$ cat src/rtl/me_ctrl_search_unit.sv
// Full-search motion estimation control: address/PE enables, SAD minimum tracking.
// Optional macro TIEBREAK_CENTER_EN: on equal SAD prefer the vector closest to the window centre.
module me_ctrl_search_unit #(
  parameter  int SAD_WIDTH  = 16,
  parameter  int TB_LENGTH  = 16,
  parameter  int SW_LENGTH  = 64,
  parameter  int PE_LATENCY = 55,
  parameter  int CNT_WIDTH  = 12,
  localparam int MV_WIDTH   = $clog2(SW_LENGTH - TB_LENGTH + 1)
) (
  input  logic                  clk,
  input  logic                  rst,
  input  logic                  req,
  input  logic                  abort,
  input  logic                  thr_en,
  input  logic [SAD_WIDTH-1:0]  sad_thresh,
  input  logic [SAD_WIDTH-1:0]  sad,
  output logic                  clr,
  output logic                  en_addr_sw,
  output logic                  en_addr_tb,
  output logic                  en_pearray_sw,
  output logic                  en_pearray_tb,
  output logic [SAD_WIDTH-1:0]  min_sad,
  output logic [2*MV_WIDTH-1:0] min_mvec,
  output logic [CNT_WIDTH-1:0]  cand_cnt,
  output logic                  early_term,
  output logic                  aborted,
  output logic                  ack
);

  localparam int CYC_W = $clog2(PE_LATENCY + SW_LENGTH * SW_LENGTH + 1);
  localparam int XY_W  = $clog2(SW_LENGTH);

  typedef enum logic [1:0] {
    S_IDLE,
    S_RUN,
    S_DONE
  } state_t;

  state_t state_q, state_d;

  logic [CYC_W-1:0]    cyc_q;
  logic [XY_W-1:0]     x_q, y_q;
  logic                pe_sw_q, pe_tb_q;
  logic                run;
  logic                scan_act;
  logic                cand_vld;
  logic                scan_end;
  logic                thr_hit;
  logic                better;
  logic [MV_WIDTH-1:0] x_off, y_off;

  assign run      = (state_q == S_RUN);
  assign scan_act = run && (cyc_q >= CYC_W'(PE_LATENCY));
  assign cand_vld = scan_act
                 && (x_q >= XY_W'(TB_LENGTH - 1))
                 && (y_q >= XY_W'(TB_LENGTH - 1));
  assign scan_end = scan_act
                 && (x_q == XY_W'(SW_LENGTH - 1))
                 && (y_q == XY_W'(SW_LENGTH - 1));
  assign thr_hit  = cand_vld && thr_en && (sad <= sad_thresh);

  // Offsets are small enough that modular arithmetic in MV_WIDTH bits is exact
  assign x_off = MV_WIDTH'(x_q) - MV_WIDTH'(TB_LENGTH - 1);
  assign y_off = MV_WIDTH'(y_q) - MV_WIDTH'(TB_LENGTH - 1);

  assign clr           = (state_q == S_IDLE);
  assign ack           = (state_q == S_DONE);
  assign en_addr_sw    = run && (cyc_q < CYC_W'(SW_LENGTH * SW_LENGTH));
  assign en_addr_tb    = run && (cyc_q < CYC_W'(TB_LENGTH * TB_LENGTH));
  assign en_pearray_sw = run && pe_sw_q;
  assign en_pearray_tb = run && pe_tb_q;

`ifdef TIEBREAK_CENTER_EN
  localparam int C_OFF = (SW_LENGTH - TB_LENGTH) / 2;

  logic [MV_WIDTH:0]   dist_q, dist_d;
  logic [MV_WIDTH-1:0] dx, dy;

  assign dx = (x_off >= MV_WIDTH'(C_OFF)) ? x_off - MV_WIDTH'(C_OFF)
                                          : MV_WIDTH'(C_OFF) - x_off;
  assign dy = (y_off >= MV_WIDTH'(C_OFF)) ? y_off - MV_WIDTH'(C_OFF)
                                          : MV_WIDTH'(C_OFF) - y_off;
  assign dist_d = {1'b0, dx} + {1'b0, dy};
  assign better = (sad < min_sad)
               || ((sad == min_sad) && (dist_d < dist_q));

  // Centre distance of the stored best vector
  always_ff @(posedge clk or posedge rst) begin
    if (rst) begin
      dist_q <= '0;
    end else if (state_q == S_IDLE) begin
      dist_q <= '0;
    end else if (run && !abort && cand_vld && better) begin
      dist_q <= dist_d;
    end
  end
`else
  assign better = (sad < min_sad);
`endif

  // Main FSM state register
  always_ff @(posedge clk or posedge rst) begin
    if (rst) state_q <= S_IDLE;
    else     state_q <= state_d;
  end

  // Next-state logic; req is ignored while a search runs
  always_comb begin
    state_d = state_q;
    unique case (state_q)
      S_IDLE:  if (req) state_d = S_RUN;
      S_RUN:   if (abort || scan_end || thr_hit) state_d = S_DONE;
      S_DONE:  if (!req) state_d = S_IDLE;
      default: state_d = S_IDLE;
    endcase
  end

  // Run counter, scan counters, enable delays and result registers
  always_ff @(posedge clk or posedge rst) begin
    if (rst) begin
      cyc_q      <= '0;
      x_q        <= '0;
      y_q        <= '0;
      pe_sw_q    <= 1'b0;
      pe_tb_q    <= 1'b0;
      min_sad    <= '1;
      min_mvec   <= '0;
      cand_cnt   <= '0;
      early_term <= 1'b0;
      aborted    <= 1'b0;
    end else begin
      unique case (state_q)
        S_IDLE: begin
          cyc_q      <= '0;
          x_q        <= '0;
          y_q        <= '0;
          pe_sw_q    <= 1'b0;
          pe_tb_q    <= 1'b0;
          min_sad    <= '1;
          min_mvec   <= '0;
          cand_cnt   <= '0;
          early_term <= 1'b0;
          aborted    <= 1'b0;
        end
        S_RUN: begin
          cyc_q   <= cyc_q + CYC_W'(1);
          pe_sw_q <= en_addr_sw;
          pe_tb_q <= en_addr_tb;
          if (abort) begin
            aborted <= 1'b1;
          end else begin
            if (scan_act) begin
              if (y_q == XY_W'(SW_LENGTH - 1)) begin
                y_q <= '0;
                x_q <= x_q + XY_W'(1);
              end else begin
                y_q <= y_q + XY_W'(1);
              end
            end
            if (cand_vld) begin
              cand_cnt <= cand_cnt + CNT_WIDTH'(1);
              if (better) begin
                min_sad  <= sad;
                min_mvec <= {y_off, x_off};
              end
            end
            if (thr_hit) early_term <= 1'b1;
          end
        end
        S_DONE: begin
          pe_sw_q <= 1'b0;
          pe_tb_q <= 1'b0;
        end
        default: ;
      endcase
    end
  end

endmodule

$ cat config.mk
export PLATFORM = sky130hd
export DESIGN_NAME = me_ctrl_search_unit
export DESIGN_NICKNAME = d
export VERILOG_FILES = /design/src/rtl/me_ctrl_search_unit.sv
export SDC_FILE = /design/constraint.sdc
export NUM_CORES = 1
export LEC_CHECK = 0
export CAP_MARGIN = 20
export CORE_MARGIN = 3
export CORE_UTILIZATION = 57
export DETAILED_ROUTE_END_ITERATION = 8
export GPL_TIMING_DRIVEN = 0
export HOLD_SLACK_MARGIN = 0.05
export PLACE_DENSITY = 0.87
export SLEW_MARGIN = 20
export SYNTH_ARGS = -nofsm -noshare
export SYNTH_HDL_FRONTEND = slang
export SYNTH_SLANG_ARGS = --single-unit
export TNS_END_PERCENT = 50
$ cat constraint.sdc
create_clock -name clk -period 3.6 [get_ports clk]
set_clock_uncertainty 0.1 [all_clocks]
set_input_delay 0.54 -clock clk [delete_from_list [all_inputs] [get_ports clk]]
set_output_delay 0.54 -clock clk [all_outputs]
set_load 0.02 [all_outputs]
Word level (Yosys, flattened, before mapping)
Cells that the tools add are included.
{ "totals": {"regBits": 71, "output_inout_bits": 48, "elab_cells": 93} }
{ "classes": {"addsub": 6, "n_lt_le_gt_ge": 7, "eq_ne": 14, "n_mux": 31, "n_reduce_logical": 24} }
{ "op_table": {"columns": ["cell", "count"], "rows": [
  ["$mux 12", 5],
  ["$mux 16", 3],
  ["$pmux 12 s2", 2],
  ["$mux 6", 6],
  ["$pmux 16 s2", 1],
  ["$pmux 13 s2", 1],
  ["$pmux 6 s2", 2],
  ["$le 16x16->1", 1],
  ["$lt 16x16->1", 1],
  ["$add 13x1->13 const B", 1],
  ["$ge 13x6->1 const B", 1],
  ["$lt 13x13->1 const B", 1],
  ["$lt 13x9->1 const B", 1],
  ["$add 12x1->12 const B", 1],
  ["$add 6x1->6 const B", 2],
  ["$eq 6x6->1 const B", 2],
  ["$ge 6x4->1 const B", 2],
  ["$ne 2x1->1 const B", 6],
  ["$reduce_and 3->1", 4],
  ["$sub 6x4->6 const B", 2],
  ["$logic_and 1x1->1", 11],
  ["$ne 2x2->1 const B", 4],
  ["$pmux 1 s2", 4],
  ["$reduce_and 4->1", 2],
  ["other kinds (10)", 16]
]} }

Longest topological paths before layout
Gate-level depths: netlist (run 1).
{ "depth": {"ltp_word": 9, "mapped_depth": 9} }

Worst setup path after synthesis (run 1)
Ideal clock, no wire load.
{ "synth_path": {"path_type": "register to register", "from": "register min_sad[7]", "to": "register min_sad[15]", "arrival_ns": 2.355, "slack_ns": 1.045, "stages_incl_launch_ff": 10, "path_buffers": 1, "cell_sequence": "dfstp_2 inv_1 ha_1 a211oi_1 o21ai_1 a41o_1 a221oi_4 buf_6 mux2i_1 a22oi_2"} }
{ "synth_via": {"elab_chain_cells": 3} }
{ "synth_lines": {"columns": ["item", "line", "text"], "rows": [
  ["from (decl)", "23", "output logic [SAD_WIDTH-1:0] min_sad,"],
  ["from (signal assigned)", "127", "min_sad <= '1;"],
  ["from (signal assigned)", "140", "min_sad <= '1;"],
  ["from (signal assigned)", "164", "min_sad <= sad;"],
  ["$lt 16x16->1", "99", "assign better = (sad < min_sad);"],
  ["$ne 2x1->1 (no source line)", null, null],
  ["$reduce_and 4->1 (no source line)", null, null]
]} }
Every way passes these cells.
A chain may end at the register's enable or synchronous reset.

Worst setup path in the final report (run 1)
{ "layout_path": {"from": "register state_q[0]", "to": "output port clr"} }
{ "layout_via": {"elab_chain_cells": 1} }
{ "layout_lines": {"columns": ["item", "line", "text"], "rows": [
  ["from (decl)", "40", "state_t state_q, state_d;"],
  ["from (signal assigned)", "105", "else state_q <= state_d;"],
  ["$logic_not 2->1", "67", "assign clr = (state_q == S_IDLE);"],
  ["to (decl)", "18", "output logic clr,"]
]} }
Every way passes these cells.

==> impl_metrics.csv, run 1 <==
group,metric,value,unit
outcome,status,"completed",
synth,synth_edf_count,0,
cts,cts-root-buf,"clkbuf_8",
synth,dominantRegCellSynth,"dfrtp_1",
synth,yosys.area.top_type_share,0.315,
worst_setup_path,rr_endpoint,"min_sad[5]",
final_layout,fillers,489,
worst_setup_path,cpPeakStageDelay,0.70,ns
sta,min_period,3.35,ns
routing,wl_per_cell,16.2,um
worst_setup_path,crit_path_top_delay_cell,"clkdlybuf4s50_1",
routing,dr.first_iter.drc_count,327,
worst_setup_path,cp.required,2.96,ns
synth,ys_ff_latch,71,
global_routing,antenna_found_initial,0,
cts,clkSinkCount,71,
sta,slew_headroom,0.513,
pwr,ir_drop,463,uV
synth,syn_inst,471,
worst_setup_path,startpoint,"state_q[0]",
pwr,finalPower,3.83,mW
global_routing,grt_usage,0.263,
synth,ys_warn_count,0,
sta,report.final.slew_viol_count,0,
synth,synth-xor-area-share,0.0501,
worst_hold_path,hold_path_depth,2,
floorplan,start_util,0.596,
placed_design,gp_congestion,0.869,
cts,cts_hold_buffers,0,
worst_hold_path,min_to,"early_term",
synth,synth-adder-area-share,0.100,
floorplan,rows,31,
placed_design,port_buffers,84,
synth,netlist_top_cells_area,"dfrtp_1, ha_1, dfstp_2",
synth,synth_compound_area_frac,0.175,
sta,period_share,0.930,
run,max_cap_viol_count,0,
routing,drc,0,
worst_setup_path,cp_num_buf_inv,5,
sta,fin_ws,0.251,ns
routing,vias_per_cell,5.71,
final_layout,antenna_cells,0,
pwr,p_per_area,683,nW/um^2
synth,seq_area_frac_synth,0.411,
synth,synthSimpleGateAreaFrac,0.178,
worst_hold_path,holdCritStartpoint,"early_term",
global_routing,grt_pass1_vias,3888,
global_routing,grt_start_max_net_pins,39,
floorplan,core,7330,um^2
synth,syn_area,4370,um^2
cts,path_clk_slew,0.08,ns
sta,fmax,299,MHz
synth,synth_mux_area_frac,0.0298,
worst_setup_path,reg2reg_slack,0.81,ns
worst_setup_path,rr_worst_depth,9,
floorplan,die_w,93.6,um
cts,post_cts_resized,0,
cts,cts_tree,"yes",
routing,antenna_left,0,
placed_design,dp_hpwl,8.01,mm
sta,setup_viol,0,
global_routing,grt_pass1_wl,18.2,mm
cts,post-cts-setup-buffers,0,
floorplan,io_pins,85,
sta,rsz0062_at_grt,"no",
worst_setup_path,arrival,2.71,ns
worst_setup_path,r2r_start,"min_sad[7]",
worst_setup_path,path_delay_family,"buffers and inverters",
placed_design,dp.cells,655,
synth,avgSynthCellArea,9.28,um^2
synth,post-synth-top-count-cell,"dfrtp_1",
sta,hold_viol,0,
sta,worstMarginPinSlew,0.730,ns
synth,synthTopCellsByCount,"dfrtp_1, nand2_1, nor2_1",
final_layout,final_cells,671,
synth,async_flop_share,1.00,
floorplan,die_h,93.6,um
floorplan,dieArea,8750,um^2
placed_design,pre_cts_ws,0.345,ns
pwr,p_leak,2.53,nW
final_layout,drive_above_1_share,0.0909,
cts,htree_levels,3,
cts,clk_latency,0.34,ns
final_layout,area_growth_syn_to_layout,28.6,%
worst_setup_path,cp-start-kind,"register",
worst_setup_path,crit_type,"register to primary output",
final_layout,fin_util,0.766,
worst_setup_path,crit_chain,"clkbuf_1 -> or2_1 -> buf_2 -> inv_1 -> buf_1 -> clkdlybuf4s50_1",
worst_setup_path,worst-path-max-fanout,10,
global_routing,grt-ovfl-total,0,
routing,vias,3834,
sta,setup_tns,0,ns
synth,yosysTopAreaCell,"dfrtp_1",
worst_setup_path,endpoint_kind,"primary output",
cts,cts_buffer_depth,2,
synth,synth_top_family_by_area,"simple AND/OR/NAND/NOR gates",
routing,routed_wl,10.8,mm
cts,cts_buffers,9,
final_layout,nNetsFinal,639,
synth,ys_types,50,
worst_hold_path,hold_class,"register to register",
routing,firstDrtPassIters,5,
synth,synth_nets,543,
-- where the power goes --
part           internal (mW)  switching, mW  total, mW
combinational          0.754           1.08       1.83
clock                  0.530          0.301      0.831
sequential              1.03          0.147       1.17
total                   2.31           1.52       3.83
-- worst register-to-register path: stages (launching register included) --
cell and delay, ns:
dfstp_2 0.54, inv_1 0.06, ha_1 0.29, a211oi_1 0.28, o21ai_1 0.10, a41o_1 0.25
a221oi_4 0.51, buf_6 0.25, mux2i_1 0.25, a22oi_2 0.07
-- how the worst max path moves through the flow --
stage                              to  slack [ns]  cells past startpoint
after floorplan           min_sad[15]        1.04                      9
after CTS                         clr        0.26                      6
after detailed placement   min_sad[2]        0.35                      9
final                             clr        0.25                      6
after global routing              clr         0.1                      6
after global placement    min_mvec[9]        0.02                      2
-- registers in the layout (all words and copies together), names as in the netlist --
name	cells
y_q	6
cand_cnt	12
early_term	1
min_mvec	12
x_q	6
cyc_q	13
pe_sw_q	1
min_sad	16
state_q	2
pe_tb_q	1
aborted	1
-- routing by layer --
metal	track usage	share of wire	vias to the layer above
met4	0.110	0.025	0
met2	0.429	0.47	155
met3	0.0451	0.065	28
li1	-	-	1847
met5	0	0	-
met1	0.345	0.44	1804
-- layout by cell type, fill, tap and decap left out, drive strengths merged, types with 16 or more instances in the layout --
cell           instances
nor2                  42
ha                    35
clkdlybuf4s50         84
nand3                 21
clkbuf                24
nand2                 52
inv                   38
a21oi                 17
dfstp                 16
o21ai                 27
dfrtp                 55
xnor2                 20
-- per-stage QoR --
step | hold WS [ns] | instance area [um^2]
CTS | 0.400 | 5620
detailed placement | 0.384 | 5360
finish | 0.398 | 5620
floorplan | 0.375 | 4370
global route | 0.425 | 5620
global placement | 0.362 | 5330
-- cells by family after synthesis --
logic type      after synthesis
buf+inv                      60
xor+xnor                     25
simple gates                164
fa+ha+maj                    35
mux                          13
flops                        71
compound gates              103
-- layout make-up --
cell class / count / area [um^2] / share of cell area
buffer: 22 / 101 / 0.0180
sequential: 71 / 1800 / 0.320
clock inverter: 6 / 133 / 0.0236
clock buffer: 10 / 128 / 0.0227
timing repair buffer: 85 / 861 / 0.153
multi-input combinational: 340 / 2330 / 0.415
inverter: 38 / 145 / 0.0258
tap: 99 / 124 / 0.0221
No activity file was read; power rests on OpenSTA's default activity.
==> run 2: changes to the inputs <==
==> constraint.sdc (replaced) <==
create_clock -name clk -period 3.6 [get_ports clk]
set_clock_uncertainty 0.1 [all_clocks]
set_input_delay 0.72 -clock clk [delete_from_list [all_inputs] [get_ports clk]]
set_output_delay 0.72 -clock clk [all_outputs]
set_load 0.02 [all_outputs]
==> impl_metrics.csv, run 2 (synthesized netlist as in run 1, its figures left out) <==
group,metric,value,unit
cts,path_clk_slew,0.08,ns
sta,slew_headroom,0.535,
cts,cts-root-buf,"clkbuf_8",
sta,hold_viol,0,
sta,period_share,0.940,
worst_setup_path,crit_chain,"clkbuf_1 -> nor2b_2 -> clkbuf_1 -> and2_1 -> clkdlybuf4s50_1",
pwr,p_per_area,683,nW/um^2
final_layout,largest_reg_flops,16,
floorplan,core,7330,um^2
worst_setup_path,worst-path-max-fanout,10,
worst_setup_path,cp-start-kind,"register",
global_routing,met1_usage,0.345,
final_layout,top_regs,"min_sad (16), cyc_q (13)",
run,max_cap_viol_count,0,
sta,setup_tns,0,ns
worst_setup_path,startpoint,"state_q[0]",
routing,dr.first_iter.drc_count,275,
cts,clkSinkCount,71,
cts,cts_buffer_depth,2,
pwr,ir_drop,462,uV
final_layout,drive_above_1_share,0.0928,
pwr,p_leak,2.53,nW
final_layout,final_area,5620,um^2
sta,rsz0062_at_grt,"no",
floorplan,dieArea,8750,um^2
final_layout,layout_commonest_cell,"clkdlybuf4s50_1",
worst_setup_path,cpPeakStageDelay,0.60,ns
floorplan,die_h,93.6,um
routing,wl_per_cell,16.2,um
floorplan,rows,31,
worst_setup_path,crit_type,"register to primary output",
sta,fmax,296,MHz
cts,post-cts-setup-buffers,0,
placed_design,gp_congestion,0.869,
final_layout,antenna_cells,0,
placed_design,pre_cts_ws,0.165,ns
worst_setup_path,crit_path_top_delay_cell,"clkdlybuf4s50_1",
final_layout,fin_util,0.766,
global_routing,grt.busiest_layer,"met2",
cts,post_cts_resized,0,
global_routing,grt_pass1_wl,18.2,mm
cts,cts_tree,"yes",
placed_design,dp_hpwl,8.01,mm
final_layout,top_register,"min_sad",
cts,cts_hold_buffers,0,
worst_setup_path,arrival,2.56,ns
sta,fin_ws,0.217,ns
cts,cts_buffers,9,
final_layout,nNetsFinal,638,
final_layout,final_cell_mix,"clkdlybuf4s50_1, dfrtp_1, nand2_1",
sta,min_period,3.38,ns
global_routing,antenna_found_initial,0,
global_routing,grt_usage,0.263,
worst_hold_path,holdCritStartpoint,"early_term",
cts,clk_latency,0.34,ns
worst_setup_path,r2r_start,"min_sad[7]",
routing,drc,0,
routing,vias,3866,
placed_design,port_buffers,84,
routing,vias_per_cell,5.77,
global_routing,grt_use_met2,0.429,
worst_hold_path,hold_class,"register to register",
global_routing,met3_usage,0.0451,
cts,htree_levels,3,
pwr,finalPower,3.84,mW
final_layout,final_cells,670,
final_layout,fillers,489,
sta,hold-worst-slack,0.399,ns
placed_design,dp.cells,655,
floorplan,die_w,93.6,um
global_routing,grt-ovfl-total,0,
outcome,status,"completed",
sta,worstMarginPinSlew,0.697,ns
worst_setup_path,endpoint_kind,"primary output",
sta,report.final.slew_viol_count,0,
routing,antenna_left,0,
global_routing,grt_pass1_vias,3888,
sta,setup_viol,0,
global_routing,grt_start_max_net_pins,39,
routing,firstDrtPassIters,5,
worst_setup_path,crit_top_cell,"clkbuf_1",
worst_setup_path,cp.required,2.78,ns
floorplan,start_util,0.596,
floorplan,io_pins,85,
routing,routed_wl,10.9,mm
placed_design,place_area,5360,um^2
final_layout,area_growth_syn_to_layout,28.5,%
## run 2: worst paths after layout
kind | to | slack [ns] | cells after the start
setup / recovery | en_pearray_sw | 0.22 | 5
hold / removal | early_term | 0.40 | 2
setup reg to reg | min_sad[6] | 0.81 | 9
hold reg to reg | early_term | 0.40 | 2
max in group asynchronous | y_q[2] | 2.19 | 3
min in group asynchronous | cand_cnt[4] | 0.65 | 2
## run 2: final cells by class
type	instances	area, um^2	area share
multi-input cells	340	2330	0.415
flip-flops and latches	71	1800	0.320
repair buffers	85	861	0.153
inverters	38	145	0.0258
clock inverters	6	133	0.0236
clock buffers	10	128	0.0227
well taps	99	124	0.0221
plain buffers	21	97.6	0.0174
## run 2: worst max-delay path: cells and delay by family (launching register included)
kind	cells	cell delay, ns
buffers and inverters	3	1.29
AND/OR/NAND/NOR	2	0.59
flip-flops	1	0.33
## run 2: metal layers
metal	wire length, um	share of wire
met1	4800	0.44
met2	5090	0.47
met3	713	0.066
met4	271	0.025
met5	0	0
## run 2: where the power goes
group	leakage [nW]	switching (mW)	internal, mW	total, mW
clock	0.126	0.299	0.530	0.829
combinational	1.49	1.08	0.753	1.83
sequential	0.914	0.150	1.03	1.18
==> edit, RTL diff (flow settings as in run 2) <==
The option `TIEBREAK_CENTER_EN` is turned on by a define.
--- a/src/rtl/me_ctrl_search_unit.sv
+++ b/src/rtl/me_ctrl_search_unit.sv
@@ -1,4 +1,6 @@
 // Full-search motion estimation control: address/PE enables, SAD minimum tracking.
 // Optional macro TIEBREAK_CENTER_EN: on equal SAD prefer the vector closest to the window centre.
+`define TIEBREAK_CENTER_EN
+
 module me_ctrl_search_unit #(
   parameter  int SAD_WIDTH  = 16,
Formal check against the unedited RTL: no difference found for any inputs over 10 cycles, from zero or initial values and one cycle with rst high; that may be too few to reach the edited logic, so the function may still have changed.
==> edit against run 2 <==
- the flow now finishes with violations (negative setup slack)
- synthesized area is 19% higher
- global-route usage is 3.7 points higher
- sequential share of layout area is 4.1 points lower
- count of clock-buffer cells in the layout is 1 lower
- highest routed layer unchanged
- wire length is 62% higher
- sequential cell count is 7 higher
- critical path depth is 16 higher
- hold slack better by 0.011 ns
- final area is 27% higher
- power is 8.5% higher
- worst setup slack worse by 1.5 ns
==> edit: results (changes against run 2) <==
Syn Area/Cell: 9.09 sq um (-2.0%)
Post-synthesis sequential area ratio: 0.380 (-0.0314)
Top delay family on crit path: compound AO/OA/AOI/OAI gates
Crit path DAT: 5.00 ns (+2.44 ns)
CP max stage cell: dfrtp_2
Ys async rst share: 1.00 (unchanged)
Max H-tree Level: 3 (unchanged)
Initial antenna violation count: 0 (unchanged)
Clk pin slew, worst setup/hold paths: 0.10 ns (+0.02 ns)
Synth top cells by count: dfrtp_1 (62), nor2_1 (62), nand2_1 (59)
HPWL Detailed: 10.3 mm (+29%)
Initial Util: 0.592 (-0.00363)
PortBufs: 84 (unchanged)
Clock buffer count from CTS: 9 (unchanged)
Initial DRC count: 561 (+100%)
Syn_nets: 663 (+22%)
Max-slew headroom: 0.412 (-0.123)
Ys flop type: dfrtp_1
Biggest regs: min_sad x16, cyc_q x13
Crit path max fanout: 9 (-1)
Clock Latency Late Sink: 0.39 ns (+0.05 ns)
Tot GR Track Use: 0.300 (+0.0373)
Max IR drop VDD: 0.296 mV (-36%)
Synth Warn #: 0 (unchanged)
Count of cell types in the netlist: 59 (+18%)
Synth top area cells: dfrtp_1 (30%), ha_1 (13%), dfstp_2 (8.1%), nor2_1 (4.5%), nand2_1 (4.3%)
Cell count after placement: 764 (+17%)
P_leak: 3.29 nW (+30%)
Router iterations before antenna repair: 6 (+1)
Fraction of layout cells with a size suffix above 1: 0.216 (+0.124)
Reg2Reg Depth: 21 (+12)
Global-route wire length before repair: 24.2 mm (+33%)
Area grow syn2layout: 37.0%
WHS: 0.410 ns (+0.0108 ns)
Vias in the first global route: 4908 (+26%)
Status: finished, violations left
Via count: 5216 (+35%)
Failing checks: negative setup slack
Diodes inserted: 0 (unchanged)
Largest net degree at the start of global routing: 55 (+41%)
Vias per inst: 6.40 (+11%)
Drt total wl: 17.7 mm (+62%)
Slowest stage delay, CP: 0.47 ns (-0.13 ns)
Endpoints failing setup: 37 (+37)
Root buf cell: clkbuf_8
Hold path depth: 2 (unchanged)
Post-layout net count: 794 (+24%)
Worst setup margin: -1.25 ns (-1.46 ns)
Gpl congestion: 0.911 (+4.9%)
## edit: cell types whose count changed in the layout (fill, tap and decap cells not counted), moves of 6 or more
cell	change
xor2_1	+12
a22oi_2	-8
inv_1	+10
buf_4	+32
xnor2_1	-12
a21o_1	+6
a21oi_1	+6
ha_1	+15
nor2_1	+13
a21oi_2	+7
dfrtp_2	+8
## edit: cell type report
class / count / area (sq um)
buffer: 18 / 119
clock buffer: 9 / 124
clock inverter: 7 / 72.6
fill: 485 / 1650
inverter: 50 / 193
multi-input combinational: 424 / 3290
sequential: 78 / 1980
tap: 108 / 135
timing repair buffer: 121 / 1200
## edit: worst reg2reg max path, delay by kind of cell, from the launching register on
| kind | cells | cell delay [ns] |
|---|---|---|
| AOI/OAI and AO/OA | 8 | 1.73 |
| and+or+nand+nor | 5 | 0.74 |
| adders and majority gates | 3 | 0.81 |
| buffers and inverters | 2 | 0.30 |
| DFF | 1 | 0.47 |
| xor gates and xnor gates | 3 | 0.57 |
## edit: routing by layer
layer  vias to the layer above  global-route usage  wire [um]
met5                         -                   0          0
met4                         0               0.124       1230
met3                       113              0.0585       1770
met2                       388               0.522       8280
met1                      2467               0.363       6390
li1                       2248                   -          -
## edit: timing repair
action | 4_1_cts | 5_1_grt
setup endpoints to repair | 35 | 37
hold endpoints to repair | 0 | 0
setup buffers | 25 | 9
gates cloned | 1 | 1
pin swaps | 19 | 15
gates resized for setup | 35 | 26
## edit: cells by family (layout without fill, tap and decap cells)
kind of cell / count (synthesis) / count (layout) / synth area share
simple gates: 201 / 201 / 0.184
buf+inv: 69 / 205 / 0.0557
flops: 78 / 78 / 0.380
fa+ha+maj: 55 / 55 / 0.134
mux: 18 / 18 / 0.0354
compound gates: 115 / 115 / 0.152
xor+xnor: 35 / 35 / 0.0591
## edit: final timing paths
check / startpoint / to
max in group asynchronous: rst / min_sad[0]$_DFFE_PP1P_
setup reg to reg: x_q[0]$_DFFE_PP0P_ / dist_q[6]$_DFFE_PP0P_
hold reg to reg: min_sad[3]$_DFFE_PP1P_ / min_sad[3]$_DFFE_PP1P_
setup / recovery: x_q[0]$_DFFE_PP0P_ / dist_q[6]$_DFFE_PP0P_
min in group asynchronous: rst / cand_cnt[4]$_DFFE_PP0P_
hold / removal: min_sad[3]$_DFFE_PP1P_ / min_sad[3]$_DFFE_PP1P_
## edit: through the flow
stage,cell area [sq um],TNS (ns)
6_report,7110,-39.82
5_1_grt,7110,-45.20
4_1_cts,6890,-25.71
3_5_place_dp,6340,-37.60
3_3_place_gp,6310,-55.52
2_1_floorplan,5340,-17.36
## edit: power breakdown
part / switching [mW] / internal [mW] / total, mW
logic: 1.28 / 0.983 / 2.27
clock network: 0.386 / 0.322 / 0.708
registers: 0.140 / 1.05 / 1.19
